--- src/rtl/counter_bank_pipe.sv ---
// counter_bank_pipe
//   Bank of 2**ADDR_W saturating up/down event counters. Each event passes
//   through a two-stage read-modify-write pipeline. Stage 1 latches the
//   address and direction and reads the counter. Stage 2 writes the new value
//   back. A back-to-back event to the same address takes the value that
//   stage 2 is writing instead of the stale bank entry. A clear-all sweep
//   first drains the pipeline and then zeroes one counter per cycle. A
//   running total tracks the sum of all counters.
//
//   Optional feature, enabled by defining COUNTER_BANK_SAT_FLAG_EN: each
//   counter gets a sticky saturation flag, which is set whenever an event is
//   dropped because the counter is already saturated. Two extra outputs are
//   added: sat_any and sat_rd.
//
// Ports
//   clk        system clock, rising edge
//   rst        asynchronous active-high reset
//   evt_valid  event request
//   evt_ready  event can be accepted (low while the clear sweep runs)
//   evt_addr   counter to update
//   evt_down   0 = increment, 1 = decrement
//   clr_all    single-cycle pulse that starts the clear sweep
//   busy       clear sweep (drain + sweep) in progress
//   rd_addr    readout address
//   rd_data    registered committed value of bank[rd_addr]
//   total      sum of all counters
//   sat_any    (optional) OR of all saturation flags
//   sat_rd     (optional) saturation flag of rd_addr, aligned with rd_data
module counter_bank_pipe #(
  parameter int ADDR_W = 4,
  parameter int CNT_W  = 8,
  parameter int TOT_W  = CNT_W + ADDR_W
) (
  input  logic              clk,
  input  logic              rst,
  input  logic              evt_valid,
  output logic              evt_ready,
  input  logic [ADDR_W-1:0] evt_addr,
  input  logic              evt_down,
  input  logic              clr_all,
  output logic              busy,
  input  logic [ADDR_W-1:0] rd_addr,
  output logic [CNT_W-1:0]  rd_data,
  output logic [TOT_W-1:0]  total
`ifdef COUNTER_BANK_SAT_FLAG_EN
  ,
  output logic              sat_any,
  output logic              sat_rd
`endif
);

  localparam int NCNT = 2 ** ADDR_W;
  localparam logic [CNT_W-1:0] CMAX = '1;

  localparam logic [1:0] IDLE  = 2'd0;
  localparam logic [1:0] DRAIN = 2'd1;
  localparam logic [1:0] SWEEP = 2'd2;

  function automatic logic is_sat(input logic [CNT_W-1:0] v, input logic down);
    return down ? (v == '0) : (v == CMAX);
  endfunction

  function automatic logic [CNT_W-1:0] sat_step(input logic [CNT_W-1:0] v,
                                                input logic down);
    if (is_sat(v, down)) return v;
    return down ? v - CNT_W'(1) : v + CNT_W'(1);
  endfunction

  logic [CNT_W-1:0]  bank [NCNT];
  logic [1:0]        state;
  logic [ADDR_W-1:0] idx;

  logic              vld_p1;
  logic [ADDR_W-1:0] addr_p1;
  logic              down_p1;
  logic [CNT_W-1:0]  val_p1;

  logic              accept;
  logic              sat_p1;
  logic [CNT_W-1:0]  new_p1;
  logic              fwd;
  logic              drained;

  assign busy      = (state != IDLE);
  assign evt_ready = !busy;
  assign accept    = evt_valid && evt_ready;
  assign sat_p1    = is_sat(val_p1, down_p1);
  assign new_p1    = sat_step(val_p1, down_p1);
  // Stage 2 is writing the address that stage 1 is reading on this edge.
  assign fwd       = vld_p1 && (addr_p1 == evt_addr);
  assign drained   = (state == DRAIN) && !vld_p1;

  // Clear-sweep control
  always_ff @(posedge clk or posedge rst) begin
    if (rst) begin
      state <= IDLE;
      idx   <= '0;
    end else begin
      case (state)
        IDLE: if (clr_all) state <= DRAIN;
        DRAIN: begin
          if (!vld_p1) begin
            state <= SWEEP;
            idx   <= '0;
          end
        end
        SWEEP: begin
          idx <= idx + ADDR_W'(1);
          if (&idx) state <= IDLE;
        end
        default: state <= IDLE;
      endcase
    end
  end

  // Stage 1: latch the event and read its counter (forwarded if needed)
  always_ff @(posedge clk or posedge rst) begin
    if (rst) vld_p1 <= 1'b0;
    else     vld_p1 <= accept;
  end

  always_ff @(posedge clk) begin
    if (accept) begin
      addr_p1 <= evt_addr;
      down_p1 <= evt_down;
      val_p1  <= fwd ? new_p1 : bank[evt_addr];
    end
  end

  // Stage 2: commit the new value, or sweep one entry to zero
  always_ff @(posedge clk or posedge rst) begin
    if (rst) begin
      for (int i = 0; i < NCNT; i++) bank[i] <= '0;
    end else if (state == SWEEP) begin
      bank[idx] <= '0;
    end else if (vld_p1) begin
      bank[addr_p1] <= new_p1;
    end
  end

  always_ff @(posedge clk or posedge rst) begin
    if (rst)                  total <= '0;
    else if (drained)         total <= '0;
    else if (vld_p1 && !sat_p1)
      total <= down_p1 ? total - TOT_W'(1) : total + TOT_W'(1);
  end

  // Read port: committed contents only, one cycle latency
  always_ff @(posedge clk or posedge rst) begin
    if (rst) rd_data <= '0;
    else     rd_data <= bank[rd_addr];
  end

`ifdef COUNTER_BANK_SAT_FLAG_EN
  logic [NCNT-1:0] sat_flag;

  always_ff @(posedge clk or posedge rst) begin
    if (rst)                    sat_flag <= '0;
    else if (state == SWEEP)    sat_flag[idx] <= 1'b0;
    else if (vld_p1 && sat_p1)  sat_flag[addr_p1] <= 1'b1;
  end

  always_ff @(posedge clk or posedge rst) begin
    if (rst) sat_rd <= 1'b0;
    else     sat_rd <= sat_flag[rd_addr];
  end

  assign sat_any = |sat_flag;
`endif

endmodule

--- config.mk ---
export PLATFORM = sky130hd
export DESIGN_NAME = counter_bank_pipe
export DESIGN_NICKNAME = d
export VERILOG_FILES = /design/src/rtl/counter_bank_pipe.sv
export SDC_FILE = /design/constraint.sdc
export NUM_CORES = 1
export LEC_CHECK = 0
export BUFFER_PORTS_ARGS = -buffer_cell sky130_fd_sc_hd__buf_2
export CAP_MARGIN = 20
export CORE_AREA = 2 2 186 97
export DETAILED_ROUTE_END_ITERATION = 10
export DIE_AREA = 0 0 188 99
export GPL_TIMING_DRIVEN = 1
export PLACE_DENSITY = 0.71
export SYNTH_ARGS = -nofsm -noshare
export SYNTH_HDL_FRONTEND = slang
export SYNTH_SLANG_ARGS = --single-unit
--- constraint.sdc ---
create_clock -name clk -period 13.2 [get_ports clk]
set_input_delay 2.64 -clock clk [delete_from_list [all_inputs] [get_ports clk]]
set_output_delay 2.64 -clock clk [all_outputs]
set_load 0.02 [all_outputs]
After elaboration in Yosys (flattened, before gate mapping)
Cells that the tools add are included.
{"block": "totals", "wordCells": 94, "ff_bits": 168, "output_inout_bits": 22}
{"block": "classes", "n_reduce_logical": 18, "n_bitwise": 6, "mux": 28, "eq_ne": 7, "addsub": 5, "magnitude_cmp": 6}
{"op": "2-to-1 mux 128 bit", "count": 2}
{"op": "AND 128 bit", "count": 1}
{"op": "bitwise mux 128 bit", "count": 1}
{"op": "inverter 128 bit", "count": 1}
{"op": "2-to-1 mux 8 bit", "count": 10}
{"op": "binary-select mux 8 bit (select 4 bit)", "count": 2}
{"op": "demux 8 bit (select 4 bit)", "count": 2}
{"op": "2-to-1 mux 12 bit", "count": 3}
{"op": "greater-or-equal comparator 5 bit, second input constant", "count": 4}
{"op": "inverter 4 -> 5 bit", "count": 4}
{"op": "adder 12 x 1 -> 12 bit, second input constant", "count": 1}
{"op": "subtractor 12 x 1 -> 12 bit, second input constant", "count": 1}
{"op": "< comparator 5 x 1 -> 1 bit, second input constant", "count": 2}
{"op": "adder 8 x 1 -> 8 bit, second input constant", "count": 1}
{"op": "equality test 8 bit, second input constant", "count": 1}
{"op": "logical NOT 8 bit", "count": 1}
{"op": "case mux 4 bit (2 select lines)", "count": 1}
{"op": "nonzero test 2 bit", "count": 4}
{"op": "subtractor 8 x 1 -> 8 bit, second input constant", "count": 1}
{"op": "logical AND 1 bit", "count": 6}
{"op": "2-to-1 mux 2 bit", "count": 3}
{"op": "!= test 2 bit, second input constant", "count": 3}
{"op": "case mux 2 bit (3 select lines)", "count": 1}
{"op": "adder 4 x 1 -> 4 bit, second input constant", "count": 1}
{"op": "other kinds (10)", "count": 13}

Logic depth before layout (Yosys ltp)
Gate-level depths: netlist of run 1.
{"block": "depth", "word_depth": 8, "ltp_mapped": 9, "depth_no_buf": 8}

Worst setup path after synthesis of run 1
Ideal clock, no wire load.
{"block": "synth_timing", "path_type": "input to register", "start": "input evt_addr[0]", "end": "register val_p1[0] (data pin)", "arrival_ns": 4.451, "slack_ns": 8.489, "stages": 5, "cell_sequence": "clkbuf_1 > buf_2 > mux4_2 > mux4_2 > mux2_2"}
{"block": "synth_between", "elab_chain_len": 5, "elab_cells_between_ends": 7}
{"item": "start, declared", "line": "38", "source": "input logic [ADDR_W-1:0] evt_addr,"}
{"item": "inverter 4 -> 5 bit (implied by the code)", "line": "126", "source": "val_p1 <= fwd ? new_p1 : bank[evt_addr];"}
{"item": "binary-select mux 8 bit (select 4 bit)", "line": "126"}
{"item": "2-to-1 mux 8 bit (implied by the code) (2 in series)", "line": "126"}
{"item": "2-to-1 mux 8 bit *", "line": "126"}
{"item": "end signal, assigned", "line": "126"}
{"item": "end, declared", "line": "76", "source": "logic [CNT_W-1:0] val_p1;"}
Mark *: on every way between the ends. The rest lies on a longest branch, timed or not. The select of a mux whose other input is x is not followed.
A chain may end at the register's enable or synchronous reset.

Worst setup path after layout of run 1
{"block": "layout_timing", "start": "input evt_addr[1]", "end": "register val_p1[4] (data pin)"}
Same word-level chain as after synthesis.

==> results.py, run 1 <==
metrics = {
    "grt": {
        "gr-max-usage-layer": "met1",
        "grt_use_met1_pct": 47.4,
        "grtUsageTotal_pct": 32.6,
        "grt_pass1_vias": 6892,
        "grt_max_degree": 83,
        "grt_pass1_wl_um": 43700,
        "met3_usage_pct": 19.0,
        "antenna_found_initial": 2,
        "grt_overflow": 0,
        "grtUsageMet2_pct": 41.5,
    },
    "logic_synthesis": {
        "postSynthCellCount": 695,
        "synth_area_sq_mm": 0.00920,
        "ys_types": 59,
        "ys_ff_latch": 168,
        "synth_async_sr_flop_share_pct": 92.3,
        "yosys_warnings": 0,
        "ys_seq_area_share_pct": 46.4,
        "syn_area_per_cell_sq_um": 13.2,
        "synth_nets": 730,
        "yosys_most_used_dff": "dfrtp_1",
        "synth_edf_count": 13,
    },
    "power": {
        "power.internal_w": 0.00146,
        "p_seq_share_pct": 39.7,
        "p_total_w": 0.00248,
        "switchingPower_w": 0.00103,
        "ir_worst_vdd_uv": 123,
        "p_per_area_mw_per_mm2": 246,
        "swShare_pct": 41.3,
        "power.share.clock_pct": 20.1,
        "pwr-share-comb_pct": 40.2,
        "power.leakage_nw": 4.35,
    },
    "clock_network": {
        "tritoncts": "done",
        "cts_num_sinks": 168,
        "cts_buffers": 17,
        "clk_path_buf_depth": 2,
        "post_cts_resized": 0,
        "postCtsSetupRepairBufs": 0,
        "clock_latency_ps": 440,
        "clk_pin_slew_ps": 70,
        "holdBufCountCts": 0,
        "cts-root-buf": "clkbuf_16",
        "htreeDepth": 4,
    },
    "min_path": {
        "hold_path.class": "reg2reg",
        "holdPathStages": 1,
    },
    "setup_path": {
        "cp-start-kind": "primary input",
        "crit_type": "in2reg",
        "crit_path_end_kind": "register",
        "cp.required_ps": 13390,
        "arrival_ps": 4530,
        "cp_max_fo": 22,
        "rr_worst_depth": 6,
    },
    "cells_and_area": {
        "final_common_cell": "dfrtp_1",
        "diodes": 0,
        "final_cell_mix": "dfrtp_1 (155), a22o_1 (111), mux4_2 (80)",
        "syn_to_final_growth_pct": 9.90,
        "drive_above_1_share_pct": 24.6,
        "post-route-util_pct": 59.6,
        "fin_nets": 742,
        "final_cell_area_sq_mm": 0.0101,
    },
    "floorplan": {
        "die_area_sq_mm": 0.0186,
        "row_count": 34,
        "start_util_pct": 54.2,
        "boundaryPins": 35,
        "core_area_sq_mm": 0.0170,
        "die_x_um": 188,
        "die_y_um": 99,
    },
    "sta": {
        "tns_ps": 0,
        "setup_violations": 0,
        "rsz0062_at_grt": "no",
        "hold_viol": 0,
        "maxSlewViolCount": 0,
        "fin_crit_ps": 4340,
        "fin_skew_ps": 8.73,
        "post-route-period-util_pct": 32.9,
        "fmax_mhz": 231,
        "worstMarginPinSlew_ps": 1240,
        "maxSlewHeadroom_pct": 17.1,
    },
    "routing": {
        "antenna_left": 0,
        "routedWlPerCell_um": 30.2,
        "routed_wl_um": 28800,
        "first_iter_violations": 1119,
        "drt_pass1_iterations": 5,
        "vias": 6936,
        "via_per_inst": 7.28,
        "drc": 0,
    },
    "outcome": {
        "status": "finished clean",
    },
    "place": {
        "gp_congestion": 1.00,
        "place_area_sq_mm": 0.00948,
        "place_hpwl_um": 20300,
        "portBuffers": 34,
    },
    "job": {
        "max_cap_violations": 0,
    },
}
[sequential cells by signal, indices dropped and copies added, names as in the netlist]
register,cells
rd_data,8
state,2
bank,128
addr_p1,4
total,12
vld_p1,1
idx,4
val_p1,8
down_p1,1
[cells in the mapped netlist (4+ instances only)]
library cell	instances	share of area, %
clkbuf_1	22	0.90
o21ai_0	29	1.6
nand2b_1	12	0.82
nor2b_1	4	0.27
nor3_1	20	1.1
a22o_1	111	11
buf_2	16	0.87
ha_1	20	2.7
xnor2_1	9	0.86
nand4_1	4	0.27
dfrtp_1	155	42
buf_1	7	0.29
nand3_1	22	1.2
a21o_1	4	0.33
a21oi_1	23	1.3
edfxtp_1	13	4.2
nand2_1	16	0.65
xor2_1	9	0.86
mux4_2	80	20
a32o_1	11	1.2
a211oi_1	5	0.41
a31oi_1	5	0.34
inv_1	14	0.57
nor2_1	29	1.2
mux2_2	5	0.61
[cells by family (layout without fill, tap and decap cells)]
logic type	after synthesis	after routing	share of synthesized area, %
AND/OR/NAND/NOR	131	131	7.81
XOR/XNOR	18	18	1.71
AO/OA/AOI/OAI	206	206	17.5
adder cells (fa/ha/maj)	22	22	3.16
multiplexers	87	87	20.4
buffers and inverters	63	87	3.05
flip-flops	168	168	46.4
[power groups by stage]
stage / registers [W] / clock network (W) / logic (W)
2_1_floorplan: 0.000880 / 0 / 0.000713
5_1_grt: 0.00100 / 0.000521 / 0.00107
3_5_place_dp: 0.000968 / 0 / 0.000964
3_3_place_gp: 0.000956 / 0 / 0.000925
4_1_cts: 0.000963 / 0.000498 / 0.000970
6_report: 0.000985 / 0.000499 / 0.000998
[worst max-delay path: stages]
cell and delay (ps):
buf_2 520, mux4_2 630, mux4_2 460, mux2_2 270
[cell type report]
cell class	count	area (sq um)
Clock buffer	19	464
Inverter	14	57.6
Sequential cell	168	4270
Clock inverter	12	115
Fill cell	1303	6860
Timing Repair Buffer	42	255
Tap cell	234	293
Multi-Input combinational cell	464	4660
[worst paths after layout]
check                                      startpoint                     to  slack, ps
worst min register to register  total[11]$_DFFE_PP0P_  total[11]$_DFFE_PP0P_        500
max in group asynchronous                         rst  bank[101]$_DFFE_PP0P_       9460
min in group asynchronous                         rst   state[0]$_DFFE_PP0P_       2310
worst min-delay path            total[11]$_DFFE_PP0P_  total[11]$_DFFE_PP0P_        500
worst max-delay path                      evt_addr[1]    val_p1[4]$_DFFE_PP_       8860
worst max register to register      down_p1$_DFFE_PP_  total[11]$_DFFE_PP0P_       9740
[stage by stage]
step           hold slack, ps  std cells  worst slack [ps]
2_1_floorplan             477        695              6380
3_3_place_gp              481        918              7920
3_5_place_dp              488        918              7840
4_1_cts                   497        949              8260
5_1_grt                   517        953              8820
6_report                  503        953              8860
[layer usage]
| metal | up-vias | part of all wire, % |
|---|---|---|
| li1 | 2802 | - |
| met1 | 3549 | 41 |
| met2 | 527 | 39 |
| met3 | 56 | 18 |
| met4 | 2 | 1.6 |
| met5 | - | 0.045 |
Power figures use the tool's default switching activity.
==> inputs of run 2 (changes only) <==
--- a/config.mk
+++ b/config.mk
@@ -5,11 +5,12 @@
 export SDC_FILE = /design/constraint.sdc
 export NUM_CORES = 1
 export LEC_CHECK = 0
+export ABC_AREA = 1
 export BUFFER_PORTS_ARGS = -buffer_cell sky130_fd_sc_hd__buf_2
 export CAP_MARGIN = 20
-export CORE_AREA = 2 2 186 97
+export CORE_AREA = 2 2 199 103
 export DETAILED_ROUTE_END_ITERATION = 10
-export DIE_AREA = 0 0 188 99
+export DIE_AREA = 0 0 201 105
 export GPL_TIMING_DRIVEN = 1
 export PLACE_DENSITY = 0.71
 export SYNTH_ARGS = -nofsm -noshare
==> constraint.sdc (replaced) <==
create_clock -name clk -period 4.4 [get_ports clk]
set_input_delay 0.88 -clock clk [delete_from_list [all_inputs] [get_ports clk]]
set_output_delay 0.88 -clock clk [all_outputs]
set_load 0.02 [all_outputs]
==> run 2 against run 1 <==
Synthesized cell count up 110%. Critical path type is now reg2reg. Setup slack worse by 7400 ps. Sequential power rose to 2.6 times the previous value. Sequential share of layout area down 4.8 points. Worst hold slack worse by 19 ps. Largest power group unchanged.
==> results.py, run 2 <==
metrics = {
    "routing": {
        "antenna_left": 0,
        "drc": 0,
        "first_iter_violations": 1589,
        "vias": 10500,
        "routedWlPerCell_um": 19.3,
        "via_per_inst": 6.03,
        "drt_pass1_iterations": 5,
        "routed_wl_um": 33600,
    },
    "cells_and_area": {
        "final_common_cell": "nand2_1",
        "diodes": 0,
        "fin_nets": 1496,
        "drive_above_1_share_pct": 8.82,
        "largest-register": "bank",
        "syn_to_final_growth_pct": 8.57,
        "fill_cells": 1765,
        "regArea_sq_mm": 0.00427,
        "final_cell_mix": "nand2_1 (463), nand3_1 (221), inv_1 (157)",
        "largest_reg_flops": 128,
        "multi_input_area_sq_mm": 0.00527,
        "reg_top3": "bank: 128 flops, total: 12 flops",
    },
    "floorplan": {
        "start_util_pct": 54.6,
        "die_y_um": 105,
        "boundaryPins": 35,
        "core_area_sq_mm": 0.0192,
        "die_area_sq_mm": 0.0211,
        "die_x_um": 201,
        "row_count": 36,
    },
    "logic_synthesis": {
        "synth_top_cell_area_share_pct": 36.9,
        "synth_edf_count": 13,
        "postSynthCellCount": 1469,
        "synthTopCellsByArea": "dfrtp_1 (37%), nand2_1 (17%), nand3_1 (11%)",
        "netlist_top_cells_count": "nand2_1 (463), nand3_1 (221), inv_1 (158)",
        "synth_area_sq_mm": 0.0105,
        "synthAdderAreaFrac_pct": 2.76,
        "synth_xor_area_share_pct": 0.667,
        "yosys_most_used_dff": "dfrtp_1",
        "ys_seq_area_share_pct": 40.6,
        "ys_ff_latch": 168,
        "synth_top_family_by_area": "simple AND/OR/NAND/NOR gates",
        "synth_mux_area_share_pct": 0,
        "syn_area_per_cell_sq_um": 7.15,
        "ys_types": 37,
        "synth.most_common_cell": "nand2_1",
        "synth_async_sr_flop_share_pct": 92.3,
        "synth-compound-area-share_pct": 14.5,
        "yosys_warnings": 0,
        "synth_simple_gate_area_share_pct": 32.2,
        "synth_nets": 1504,
        "synth_top_area_cell": "dfrtp_1",
    },
    "setup_path": {
        "reg2reg_slack_ps": 1430,
        "r2r_end": "val_p1[3]$_DFFE_PP_",
        "cp-start-kind": "register",
        "crit_type": "reg2reg",
        "reg2reg_from": "down_p1$_DFFE_PP_",
        "cp.required_ps": 4610,
        "arrival_ps": 3180,
        "cp_max_fo": 20,
        "crit_path_end_kind": "register",
        "rr_worst_depth": 7,
    },
    "sta": {
        "worstMarginPinSlew_ps": 1060,
        "hold_viol": 0,
        "maxSlewHeadroom_pct": 29.1,
        "fin_skew_ps": 12.9,
        "rsz0062_at_grt": "no",
        "setup_violations": 0,
        "fin_ws_ps": 1430,
        "maxSlewViolCount": 0,
        "tns_ps": 0,
        "fmax_mhz": 337,
        "post-route-period-util_pct": 67.5,
        "fin_crit_ps": 2970,
    },
    "place": {
        "portBuffers": 34,
        "dp_slack_ps": 1320,
        "place_hpwl_um": 23300,
        "gp_congestion": 1.01,
    },
    "min_path": {
        "hold_path.class": "reg2reg",
        "hold_end": "bank[102]$_DFFE_PP0P_",
        "holdPathStages": 2,
        "hold_start": "bank[102]$_DFFE_PP0P_",
    },
    "clock_network": {
        "tritoncts": "done",
        "cts_num_sinks": 168,
        "cts_buffers": 17,
        "post_cts_resized": 0,
        "clk_pin_slew_ps": 70,
        "htreeDepth": 4,
        "holdBufCountCts": 0,
        "cts-root-buf": "clkbuf_16",
        "clk_path_buf_depth": 2,
        "clock_latency_ps": 460,
        "postCtsSetupRepairBufs": 0,
    },
    "power": {
        "p_seq_share_pct": 35.6,
        "pwr-share-comb_pct": 41.8,
        "ir_worst_vdd_uv": 266,
        "p_per_area_mw_per_mm2": 634,
        "power.internal_w": 0.00397,
        "swShare_pct": 45.1,
        "switchingPower_w": 0.00326,
        "power.share.clock_pct": 22.5,
        "power.leakage_nw": 5.71,
    },
    "outcome": {
        "status": "finished clean",
    },
    "grt": {
        "antenna_found_initial": 0,
        "grtUsageTotal_pct": 32.9,
        "grt_pass1_wl_um": 53300,
        "grt_pass1_vias": 9574,
        "grt_max_degree": 156,
        "grt_overflow": 0,
    },
    "job": {
        "max_cap_violations": 0,
    },
}
==> run 2: changes by cell type after synthesis, sizes merged, moves of 11 or more <==
cell and delta:
a22o -111, a32o -11, nor3 -20, o211ai +73
clkbuf +13, nand2 +454, a21oi +25, mux4 -80
inv +157, o22ai +11, nand3 +202, nor2 +49
nand2b -12, o21ai +75
==> run 2: kinds of logic after synthesis <==
logic type | count (synthesis)
compound gates | 244
simple gates | 784
fa+ha+maj | 22
xor+xnor | 8
flops | 168
buf+inv | 243
==> run 2: worst max-delay path by stage <==
stage / start / to / slack, ps / cells past startpoint
6_report: down_p1$_DFFE_PP_ / val_p1[3]$_DFFE_PP_ / 1430 / 7
5_1_grt: down_p1$_DFFE_PP_ / val_p1[7]$_DFFE_PP_ / 1240 / 9
4_1_cts: down_p1$_DFFE_PP_ / val_p1[3]$_DFFE_PP_ / 1480 / 7
3_5_place_dp: evt_addr[1] / val_p1[5]$_DFFE_PP_ / 1320 / 9
3_3_place_gp: evt_addr[1] / val_p1[5]$_DFFE_PP_ / 1370 / 9
2_1_floorplan: rst / bank[0]$_DFFE_PP0P_ / 1560 / 1
==> run 2: metrics by stage <==
stage,hold slack [ps],power (W),std cells,util [%],instance area [sq um]
floorplan,449,0.00457,1469,-,10500
global placement,466,0.00544,1708,56.1,10800
detailed placement,467,0.00552,1708,56.1,10800
CTS,485,0.00716,1740,59.3,11400
global route,508,0.00767,1740,59.3,11400
finish,484,0.00723,1740,59.3,11400
==> run 2: layer usage <==
metal / part of all wire (%) / track usage [%] / vias to the layer above / routed length, um
li1: - / - / 4804 / -
met5: 0 / 0 / - / 0
met1: 41 / 46.1 / 4955 / 13900
met3: 12 / 8.33 / 79 / 4070
met4: 2.7 / 11.9 / 0 / 892
met2: 44 / 49.3 / 648 / 14700
==> run 2: power by group through the flow <==
stage | Combinational [W] | Clock [W] | Sequential [W]
6_report | 0.00303 | 0.00163 | 0.00258
5_1_grt | 0.00332 | 0.00172 | 0.00263
4_1_cts | 0.00296 | 0.00164 | 0.00256
3_5_place_dp | 0.00294 | 0 | 0.00257
3_3_place_gp | 0.00287 | 0 | 0.00257
2_1_floorplan | 0.00207 | 0 | 0.00251
==> run 2: final cells by class <==
cell class / count / share of cell area (%)
tap: 266 / 2.92
multi-input combinational: 1058 / 46.2
sequential: 168 / 37.4
clock inverter: 14 / 1.56
inverter: 172 / 5.69
clock buffer: 18 / 3.95
timing repair buffer: 44 / 2.30
==> run 2: critical path: stages (launching register included) <==
cell and delay, ps:
edfxtp_1 880, ha_1 420, nand2_1 120, nand3_1 120, xor2_1 140, nand2_1 640
nand3_1 310, nand2_1 80
==> inputs of run 3 (changes only) <==
--- a/config.mk
+++ b/config.mk
@@ -5,12 +5,12 @@
 export SDC_FILE = /design/constraint.sdc
 export NUM_CORES = 1
 export LEC_CHECK = 0
-export ABC_AREA = 1
+export ABC_AREA = 0
 export BUFFER_PORTS_ARGS = -buffer_cell sky130_fd_sc_hd__buf_2
 export CAP_MARGIN = 20
-export CORE_AREA = 2 2 199 103
+export CORE_AREA = 2 2 186 97
 export DETAILED_ROUTE_END_ITERATION = 10
-export DIE_AREA = 0 0 201 105
+export DIE_AREA = 0 0 188 99
 export GPL_TIMING_DRIVEN = 1
 export PLACE_DENSITY = 0.71
 export SYNTH_ARGS = -nofsm -noshare
==> constraint.sdc (replaced) <==
create_clock -name clk -period 3 [get_ports clk]
set_input_delay 0.6 -clock clk [delete_from_list [all_inputs] [get_ports clk]]
set_output_delay 0.6 -clock clk [all_outputs]
set_load 0.02 [all_outputs]
==> run 3 against run 2 <==
Flip-flop and latch count unchanged. Sequential share of layout area increased by 3.4 points. Final area decreased by 8.3%. Non-clock buffer count increased by 38. Critical path depth increased by 1. Critical endpoint is now val_p1[5]$_DFFE_PP_. Largest cell class unchanged.
==> results.py, run 3 (synthesis results as in run 1) <==
metrics = {
    "grt": {
        "grtUsageTotal_pct": 33.6,
        "antenna_found_initial": 2,
        "grt_pass1_wl_um": 45400,
        "grt_pass1_vias": 7135,
        "grt_max_degree": 43,
        "grt_overflow": 0,
    },
    "floorplan": {
        "die_area_sq_mm": 0.0186,
        "boundaryPins": 35,
        "die_y_um": 99,
        "start_util_pct": 54.2,
        "core_area_sq_mm": 0.0170,
        "die_x_um": 188,
        "row_count": 34,
    },
    "setup_path": {
        "cp-start-kind": "register",
        "worstPathCellList": "buf_4 > ha_1 > a211oi_1 > o21bai_1 > o21ba_2 > o21ai_2 > nand3_1 > nand2_1",
        "crit_slowest_cell": "o21ai_2",
        "arrival_ps": 3090,
        "slowest_delay_ps": 750,
        "cp.required_ps": 3300,
        "reg2reg_slack_ps": 210,
        "crit_type": "reg2reg",
        "crit_path_end_kind": "register",
        "cp_max_fo": 17,
    },
    "sta": {
        "rsz0062_at_grt": "no",
        "maxSlewHeadroom_pct": 19.4,
        "fin_crit_ps": 2790,
        "whs_ps": 280,
        "fmax_mhz": 358,
        "hold_viol": 0,
        "maxSlewViolCount": 0,
        "post-route-period-util_pct": 93.1,
        "fin_skew_ps": 13.4,
        "tns_ps": 0,
        "worstMarginPinSlew_ps": 1210,
        "setup_violations": 0,
    },
    "power": {
        "power.internal_w": 0.00655,
        "swShare_pct": 40.4,
        "power.leakage_nw": 4.56,
        "pwr-share-comb_pct": 41.8,
        "switchingPower_w": 0.00445,
        "power.share.clock_pct": 20.5,
        "ir_worst_vdd_uv": 517,
        "p_seq_share_pct": 37.7,
        "p_per_area_mw_per_mm2": 1050,
    },
    "routing": {
        "first_iter_violations": 820,
        "antenna_left": 0,
        "via_per_inst": 7.18,
        "drt_pass1_iterations": 6,
        "routed_wl_um": 29800,
        "routedWlPerCell_um": 29.9,
        "vias": 7145,
        "drc": 0,
    },
    "cells_and_area": {
        "final_cell_mix": "dfrtp_1 (155), a22o_1 (111), mux4_2 (80)",
        "final_common_cell": "dfrtp_1",
        "drive_above_1_share_pct": 28.6,
        "syn_to_final_growth_pct": 13.7,
        "largest_reg_flops": 128,
        "largest-register": "bank",
        "fin_nets": 782,
        "reg_top3": "bank: 128 flops, total: 12 flops",
    },
    "clock_network": {
        "cts_buffers": 17,
        "cts_num_sinks": 168,
        "holdBufCountCts": 0,
        "cts-root-buf": "clkbuf_16",
        "clock_latency_ps": 440,
        "tritoncts": "done",
        "clk_pin_slew_ps": 70,
        "clk_path_buf_depth": 2,
        "htreeDepth": 4,
    },
    "job": {
        "max_cap_violations": 0,
    },
    "place": {
        "portBuffers": 34,
        "place_hpwl_um": 21500,
        "gp_congestion": 0.963,
    },
    "min_path": {
        "hold_path.class": "in2async",
    },
    "outcome": {
        "status": "finished clean",
    },
}
==> run 3: metrics by stage <==
step	setup WS, ps	instance area, sq um	power [W]	utilization (%)	cells
CTS	261	10400	0.0108	61.4	989
global route	140	10500	0.0115	61.6	995
detailed placement	269	9830	0.00855	57.9	957
finish	206	10500	0.0110	61.6	995
floorplan	329	9200	0.00701	-	695
global placement	331	9820	0.00833	57.9	956
==> run 3: timing repair <==
item / CTS / global route
resized for setup: 0 / 0
buffers inserted: 0 / 4
endpoints found under the setup margin: 0 / 1
==> run 3: final timing paths <==
path | from | to | cells after the start
setup / recovery | down_p1$_DFFE_PP_ | val_p1[5]$_DFFE_PP_ | 8
setup reg to reg | down_p1$_DFFE_PP_ | val_p1[5]$_DFFE_PP_ | 8
min in group clk | evt_down | down_p1$_DFFE_PP_ | 1
hold / removal | rst | vld_p1$_DFF_PP0_ | 2
max in group asynchronous | rst | bank[83]$_DFFE_PP0P_ | 3
hold reg to reg | total[11]$_DFFE_PP0P_ | total[11]$_DFFE_PP0P_ | 1
==> run 3: cell type report <==
cell class | instances | area [sq um]
clock inverters | 14 | 163
well taps | 234 | 293
multi-input cells | 464 | 4660
inverters | 14 | 56.3
flip-flops and latches | 168 | 4270
repair buffers | 82 | 593
fillers | 1278 | 6510
diodes | 1 | 2.50
clock buffers | 18 | 429
==> run 3: critical path, delay by kind of cell, from the launching register on <==
| family | cells | cell delay, ps |
|---|---|---|
| AO/OA/AOI/OAI | 4 | 1410 |
| AND/OR/NAND/NOR | 2 | 260 |
| adder cells (fa/ha/maj) | 1 | 320 |
| flip-flops | 1 | 440 |
| buffers and inverters | 1 | 200 |
==> run 3: power groups by stage <==
stage               Sequential [W]  Clock [W]  Combinational [W]
finish                     0.00415    0.00226            0.00460
global route               0.00423    0.00236            0.00487
CTS                        0.00410    0.00226            0.00446
detailed placement         0.00412          0            0.00443
global placement           0.00404          0            0.00429
floorplan                  0.00387          0            0.00314
==> run 3: per-layer routing <==
metal  vias up  wire length [um]  global-route usage (%)
met5         -                 0                    2.82
met4         0               359                    6.30
met3        41              5040                    17.7
met2       544             11800                    44.2
met1      3661             12600                    49.4
li1       2899                 -                       -
